## config.mk

```make
export PLATFORM = sky130hd
export DESIGN_NAME = simd_rf_write_arbiter
export DESIGN_NICKNAME = d
export VERILOG_FILES = /design/src/rtl/simd_rf_write_arbiter.sv
export SDC_FILE = /design/constraint.sdc
export NUM_CORES = 1
export LEC_CHECK = 0
export BUFFER_PORTS_ARGS = -buffer_cell sky130_fd_sc_hd__buf_4
export CAP_MARGIN = 10
export CELL_PAD_IN_SITES_DETAIL_PLACEMENT = 0
export CELL_PAD_IN_SITES_GLOBAL_PLACEMENT = 2
export CORE_MARGIN = 2
export CORE_UTILIZATION = 34
export DETAILED_ROUTE_END_ITERATION = 7
export PLACE_DENSITY = 0.71
export RECOVER_POWER = 50
export SLEW_MARGIN = 25
export SYNTH_ARGS = -nofsm -noshare
export SYNTH_HDL_FRONTEND = slang
export SYNTH_SLANG_ARGS = --single-unit
```

## constraint.sdc

```tcl
create_clock -name clk_i -period 8.3 [get_ports clk_i]
set_clock_uncertainty 0.05 [all_clocks]
set_input_delay 1.66 -clock clk_i [delete_from_list [all_inputs] [get_ports clk_i]]
set_output_delay 1.66 -clock clk_i [all_outputs]
set_load 0.01 [all_outputs]
```

## src/rtl/simd_rf_write_arbiter.sv

```systemverilog
// Merges scalar and 4-lane SIMD writebacks into one registered SIMD regfile write per cycle.
// SIMD results wait in a 2-entry FIFO; a saturating loss counter bounds how long the head can starve.
module simd_rf_write_arbiter #(
  parameter int width_p        = 33,
  parameter int els_p          = 32,
  parameter int starve_limit_p = 4,
  localparam int addr_width_lp = $clog2(els_p)
) (
  input  logic                            clk_i,
  input  logic                            reset_i,
  input  logic                            scalar_v_i,
  input  logic [addr_width_lp-1:0]        scalar_addr_i,
  input  logic [width_p-1:0]              scalar_data_i,
  output logic                            scalar_yumi_o,
  input  logic                            simd_v_i,
  input  logic [addr_width_lp-1:0]        simd_addr_i,
  input  logic [3:0]                      simd_mask_i,
  input  logic [3:0][width_p-1:0]         simd_data_i,
  output logic                            simd_ready_o,
  output logic [3:0]                      w_v_o,
  output logic [addr_width_lp-1:0]        w_addr_o,
  output logic [3:0][width_p-1:0]         w_data_o,
  output logic                            simd_pending_o
);

  localparam int GW = addr_width_lp - 2;
  localparam int SW = $clog2(starve_limit_p + 1);
  localparam logic [SW-1:0] LIMIT = SW'(starve_limit_p);

  logic [GW-1:0]              grp_mem  [2];
  logic [3:0]                 mask_mem [2];
  logic [3:0][width_p-1:0]    data_mem [2];
  logic                       rd_ptr_r, wr_ptr_r;
  logic [1:0]                 count_r;
  logic [SW-1:0]              starve_r;

  logic                       h_v, enq, deq, grant_s, grant_h;
  logic [GW-1:0]              head_grp, s_grp;
  logic [3:0]                 head_mask, s_onehot;
  logic [3:0][width_p-1:0]    head_data;
  logic [1:0]                 s_lane;
  logic [3:0]                 nxt_v;
  logic [addr_width_lp-1:0]   nxt_addr;
  logic [3:0][width_p-1:0]    nxt_data;

  assign h_v       = (count_r != 2'd0);
  assign head_grp  = grp_mem[rd_ptr_r];
  assign head_mask = mask_mem[rd_ptr_r];
  assign head_data = data_mem[rd_ptr_r];
  assign s_lane    = scalar_addr_i[1:0];
  assign s_grp     = scalar_addr_i[addr_width_lp-1:2];
  assign s_onehot  = 4'b0001 << s_lane;

  assign simd_ready_o   = !reset_i && (count_r != 2'd2);
  assign enq            = simd_v_i && simd_ready_o;
  assign simd_pending_o = h_v;
  assign scalar_yumi_o  = grant_s;

  // Arbitration stage: pick scalar, head, or a same-group merge of both
  always_comb begin
    grant_s = 1'b0;
    grant_h = 1'b0;
    deq     = 1'b0;
    if (reset_i) begin
      grant_s = 1'b0;
    end else if (h_v && (head_mask == 4'b0000)) begin
      deq     = 1'b1;
      grant_s = scalar_v_i;
    end else if (scalar_v_i && h_v) begin
      if ((s_grp == head_grp) && ((head_mask & s_onehot) == 4'b0000)) begin
        grant_s = 1'b1;
        grant_h = 1'b1;
        deq     = 1'b1;
      end else if (s_grp == head_grp) begin
        // Same register in both: scalar must land first so the SIMD value is final
        grant_s = 1'b1;
      end else if (starve_r == LIMIT) begin
        grant_h = 1'b1;
        deq     = 1'b1;
      end else begin
        grant_s = 1'b1;
      end
    end else if (scalar_v_i) begin
      grant_s = 1'b1;
    end else if (h_v) begin
      grant_h = 1'b1;
      deq     = 1'b1;
    end
  end

  always_comb begin
    nxt_v    = (grant_h ? head_mask : 4'b0000) | (grant_s ? s_onehot : 4'b0000);
    nxt_addr = grant_h ? {head_grp, 2'b00} : scalar_addr_i;
    nxt_data = head_data;
    if (grant_s) nxt_data[s_lane] = scalar_data_i;
  end

  // Register stage: FIFO control, starvation counter, regfile write port
  always_ff @(posedge clk_i) begin
    if (reset_i) begin
      rd_ptr_r <= 1'b0;
      wr_ptr_r <= 1'b0;
      count_r  <= 2'd0;
      starve_r <= '0;
      w_v_o    <= 4'b0000;
      w_addr_o <= '0;
      w_data_o <= '0;
    end else begin
      if (enq) wr_ptr_r <= ~wr_ptr_r;
      if (deq) rd_ptr_r <= ~rd_ptr_r;
      case ({enq, deq})
        2'b10:   count_r <= count_r + 2'd1;
        2'b01:   count_r <= count_r - 2'd1;
        default: count_r <= count_r;
      endcase
      if (deq || !h_v)          starve_r <= '0;
      else if (starve_r != LIMIT) starve_r <= starve_r + SW'(1);
      w_v_o <= nxt_v;
      if (grant_s || grant_h) begin
        w_addr_o <= nxt_addr;
        w_data_o <= nxt_data;
      end
    end
  end

  always_ff @(posedge clk_i) begin
    if (enq) begin
      grp_mem[wr_ptr_r]  <= simd_addr_i[addr_width_lp-1:2];
      mask_mem[wr_ptr_r] <= simd_mask_i;
      data_mem[wr_ptr_r] <= simd_data_i;
    end
  end

endmodule

```

# ---- After elaboration in Yosys (flattened, before gate mapping)
# Memory sizes are Yosys's and may differ from the RTL's. A register that Yosys moved wholly into a read port is not among the register bits.
# Cells that the tools add are included.
dict set report totals {
  memories 3
  reg_bits 148
  rom_bits 0
  latchBits 0
  ramBits 278
}
dict set report classes {
  n_lt_le_gt_ge 2
  n_reduce_logical 15
  n_eq_ne 6
  div_mod_pow 0
  n_shift 1
  bitwise 4
  multipliers 0
  add_sub_neg 3
  muxes 33
}
# memory depth word_bits rd rd_clocked_by_memory_dff wr line
set mem_list {}
lappend mem_list {data_mem 2 132 1 1 1 32} ;# logic [3:0][width_p-1:0] data_mem [2];
lappend mem_list {mask_mem 2 4 1 1 1 31} ;# logic [3:0] mask_mem [2];
lappend mem_list {grp_mem 2 3 1 1 1 30} ;# logic [GW-1:0] grp_mem [2];
# cell n
set op_table {}
lappend op_table {{132-bit bitwise mux} 1}
lappend op_table {{132-bit 2-to-1 mux} 1}
lappend op_table {{33-bit demux with 2-bit select} 1}
lappend op_table {{33-bit 2-to-1 mux} 1}
lappend op_table {{1-bit 2-to-1 mux} 25}
lappend op_table {{4-bit logical NOT} 2}
lappend op_table {{4-bit 2-to-1 mux} 2}
lappend op_table {{1-bit logical AND} 6}
lappend op_table {{5-bit 2-to-1 mux} 1}
lappend op_table {{4-bit bitwise AND} 1}
lappend op_table {{4-bit OR} 1}
lappend op_table {{2-bit one-hot mux with 2 select lines} 1}
lappend op_table {{2-bit nonzero test} 2}
lappend op_table {{1-bit by 2-bit << shifter with 4-bit output (first input constant)} 1}
lappend op_table {{3-bit by 1-bit adder with 3-bit output (second input constant)} 1}
lappend op_table {{3-bit == test} 1}
lappend op_table {{3-bit == test (second input constant)} 1}
lappend op_table {{2-bit by 3-bit less-than comparator with 1-bit output (second input constant)} 1}
lappend op_table {{3-bit != test (second input constant)} 1}
lappend op_table {{2-bit by 1-bit adder with 2-bit output (second input constant)} 1}
lappend op_table {{2-bit by 1-bit == test with 1-bit output (second input constant)} 1}
lappend op_table {{2-bit == test (second input constant)} 1}
lappend op_table {{2-bit by 1-bit >= comparator with 1-bit output (second input constant)} 1}
lappend op_table {{1-bit logical NOT} 2}
lappend op_table {{5 further kinds} 7}

# ---- Longest topological paths before layout
dict set report logic_depth {
  ltp_word 10
  ltp_mapped 11
}

# ---- Worst setup path before layout
# Ideal clock, no wire load.
dict set report synth_path {
  path_kind {in2reg}
  from {input port reset_i}
  to {memory data_mem[0][0] (netlist name), enable pin}
  t_required_ps 7610
  cell_stages 4
  t_arrival_ps 8066
  setup_time_ps 640
  path_buffers 1
  slack_ps -456
  cell_sequence {clkbuf_1 > a21oi_1 > nand2_1 > nor2_1}
}
dict set report synth_via {
  elab_chain_len 5
}
# item line
set synth_rtl {}
lappend synth_rtl {{from (decl)} 10} ;# input logic reset_i,
lappend synth_rtl {{1-bit logical NOT} 54} ;# assign simd_ready_o = !reset_i && (count_r != 2'd2);
lappend synth_rtl {{1-bit logical AND} 54}
lappend synth_rtl {{named net simd_ready_o} 19} ;# output logic simd_ready_o,
lappend synth_rtl {{1-bit logical AND} 55} ;# assign enq = simd_v_i && simd_ready_o;
lappend synth_rtl {{1-bit 2-to-1 mux} 127} ;# if (enq) begin
lappend synth_rtl {{1-bit 2-to-1 mux (not written as such)} 130} ;# data_mem[wr_ptr_r] <= simd_data_i;
lappend synth_rtl {{to (decl)} 32}
# The timed path passes the listed nets, and every way through them passes these cells.

# ---- Worst setup path in the final report
dict set report layout_path {
  from {input port reset_i}
  to {output port scalar_yumi_o}
}
dict set report layout_via {
  elab_chain_len 1
}
# item line
set layout_rtl {}
lappend layout_rtl {{1-bit 2-to-1 mux} 64} ;# if (reset_i) begin
lappend layout_rtl {{to (decl)} 14} ;# output logic scalar_yumi_o,
# No other way between the ends.

==> metrics.md <==
| Metric | Value |
|---|---|
| Status | finished with violations |
| Failing checks | max-capacitance violations, max-slew violations |
| Die height | approximately 220 µm |
| Setup repair after global routing missed its margin | false |
| Vias | roughly 10000 |
| FMAX | around 0.2 GHz |
| Global-route usage over all layers | 0.173 |
| R2R Path Start | mask_mem[0][0]$_DFFE_PP_ |
| Flop and latch count out of synthesis | ~430 |
| Reg2reg path depth | 6 |
| RR Endpoint | w_data_o[2]$_SDFFE_PP0P_ |
| Area contributors post-synth | edfxtp_1, dfxtp_1, mux2_2, mux2i_1, o21ai_1 |
| Syn Nets | about 1300 |
| Global-route wire length before repair | 64.5 mm |
| Setup slack, reg-to-reg | 4.44 ns |
| Most common cell in the netlist | edfxtp_1 |
| Die Wd | roughly 220 µm |
| Most frequent cells after synthesis | edfxtp_1, dfxtp_1, mux2i_1 |
| Setup Crit Path Kind | primary input to output pin |
| Yosys top cell area share | 0.511 |
| Type of the most critical hold path | flop to flop |
| Post-CTS Setup Repair Bufs | 0 |
| Dpl cell area | just under 20000 µm² |
| Tmin final | between 4 and 5 ns |
| Multi-input gate area | ~4700 µm² |
| PostCTS Resize Cnt | 0 |
| Worst EP arrival | 3.26 ns |
| Hold path cells | 2 |
| Initial antenna violation count | 9 |
| Routed len/inst | ~21 µm |
| IO Count | around 330 |
| Hold Path Sink | w_data_o[68]$_SDFFE_PP0P_ |
| Clk sinks | ~430 |
| Fillers | 4572 |
| DP HPWL | about 27 mm |
| CTS hold repair buffers | 0 |
| Pre-antenna DRT Iters | 4 |
| Clk buf depth | 3 |
| Antenna viol nets, final | 0 |
| Number of global-route vias before repair | 10069 |
| Max Cap Viol | 1 |
| Pins Over Slew Limit | 28 |
| Final setup TNS | 0 ns |
| Final Hold Viols | 0 |
| Final Wtd Congestion | 0.756 |
| Area growth syn-to-layout | 24.0% |
| Period utilization | 0.599 |
| CTS tree | done |
| Reg clk slew, reported paths | roughly 0.060 ns |
| Leakage power | ~7.9 nW |
| Crit start category | primary input |
| Max-slew headroom | -0.0248 |
| GR Overflow Total | 0 |
| First DRT Iteration DRCs | about 440 |
| Root buf cell | clkbuf_16 |
| Post-Syn Area per Cell | around 15 µm² |
| Share of cells above drive strength 1 | 0.271 |
| Final instance area | between 20000 and 25000 µm² |
| Peak VDD IR | about 0.00015 V |
| Distinct cells, synth | 39 |
| Final net count | between 1500 and 2000 |
| Post-synth EDFFs | roughly 280 |
| Clock Latency Late Sink | between 0.5 and 0.6 ns |
| Via-per-instance ratio | around 4.8 |
| Final setup fails | 0 |
| DR DRC count | 0 |
| DRT Wirelength | around 44 mm |
| Worst-path fanout max | 18 |
| Min-Delay Startpoint | w_data_o[68]$_SDFFE_PP0P_ |
| Cell accounting for the most synthesized area | edfxtp_1 |
| Post-synthesis cell count | ~1100 |
| Inserted Clock Buffers | 48 |
| PD cells | about 260 nW/µm² |
| Die area | between 40000 and 50000 µm² |
| Least-Margin Pin Slew | 1.54 ns |
| Sequential cell area | ~11000 µm² |
| WP data required | between 6 and 7 ns |
| Yosys warns | 0 |
| Core Rows | 80 |
| CP endpoint kind | output pin |
| Pin count of the biggest net entering global routing | around 120 |
| Buffers on Ports | approximately 320 |
| Initial Util | 0.344 |
| Synth Cell Area | between 15000 and 20000 µm² |
| Depth of the CTS H-tree | 2 |
| Post-synth top flop | edfxtp_1 |
| FFs w/ async S/R, synth | 0 |
| Register area share after synthesis | 0.693 |
| Core area | about 48000 µm² |
==> flip-flops by register name (all words and copies together) (netlist names), named ones only <==
name	count
data_mem	264
w_data_o	132
mask_mem	8
grp_mem	6
w_addr_o	5
w_v_o	4
starve_r	3
count_r	2
rd_ptr_r	1
wr_ptr_r	1
==> layout make-up <==
cell class | instances | area share
Sequential cell | 427 | 0.560
Tap cell | 615 | 0.0380
Timing Repair Buffer | 338 | 0.0993
Multi-Input combinational cell | 612 | 0.230
Clock inverter | 15 | 0.00445
Clock buffer | 72 | 0.0663
Antenna cell | 6 | 0.000741
Inverter | 8 | 0.00148
==> per-layer routing <==
| metal | vias to the layer above | share of wire | track usage |
|---|---|---|---|
| met5 | - | 0.0014 | 0 |
| met4 | 10 | 0.021 | 0.0524 |
| met3 | 65 | 0.073 | 0.0558 |
| met2 | 229 | 0.47 | 0.280 |
| met1 | 4937 | 0.43 | 0.221 |
| li1 | 4750 | - | - |
==> critical path, cell delays in order <==
cell      delay (ns)
clkbuf_1        0.72
nor2_1          0.32
and2_1          0.35
buf_4           0.19
==> placed cells by master, fill, tap and decap left out, drive strengths merged, types with 2 or more instances in the layout <==
master / instances
a211oi: 3
a21oi: 3
buf: 84
clkbuf: 326
clkinv: 14
dfxtp: 149
diode: 6
edfxtp: 278
ha: 3
inv: 8
mux2: 133
mux2i: 145
mux4: 2
nand2: 138
nand3: 2
nand4b: 2
nor2: 17
nor3: 2
nor4: 3
o21ai: 134
o21bai: 2
o31ai: 6
xnor2: 5
xor2: 3
==> how the worst max path moves through the flow <==
stage,start,end,slack (ns),cells past startpoint
after floorplan,reset_i,data_mem[0][0]$_DFFE_PP_,1.89,4
after CTS,scalar_addr_i[2],scalar_yumi_o,3.60,5
after detailed placement,scalar_addr_i[2],scalar_yumi_o,3.60,5
after global placement,scalar_addr_i[2],scalar_yumi_o,3.59,5
after global routing,reset_i,scalar_yumi_o,3.19,4
final,reset_i,scalar_yumi_o,3.33,4
==> stage by stage <==
step | hold slack [ns] | cells | utilization | total power (W) | setup WS [ns]
global route | 0.410 | 2089 | 0.426 | 0.00548 | 3.19
detailed placement | 0.391 | 2000 | 0.407 | 0.00342 | 3.60
finish | 0.395 | 2093 | 0.426 | 0.00524 | 3.33
global placement | 0.386 | 2000 | 0.407 | 0.00341 | 3.59
CTS | 0.399 | 2087 | 0.437 | 0.00541 | 3.60
floorplan | 0.399 | 1111 | - | 0.00302 | 1.89
==> cells by family after synthesis <==
logic type               Yosys count  share of synthesized area
XOR/XNOR                           8                    0.00429
AO/OA/AOI/OAI                    151                     0.0512
flip-flops                       427                      0.693
buffers and inverters             72                     0.0233
adder cells (fa/ha/maj)            3                    0.00230
AND/OR/NAND/NOR                  170                     0.0420
multiplexers                     280                      0.183
==> where the power goes <==
| part | switching [W] | internal, W |
|---|---|---|
| clock | 0.000814 | 0.00114 |
| combinational | 0.000429 | 0.000324 |
| sequential | 0.0000837 | 0.00245 |
No activity file was read; power rests on OpenSTA's default activity.
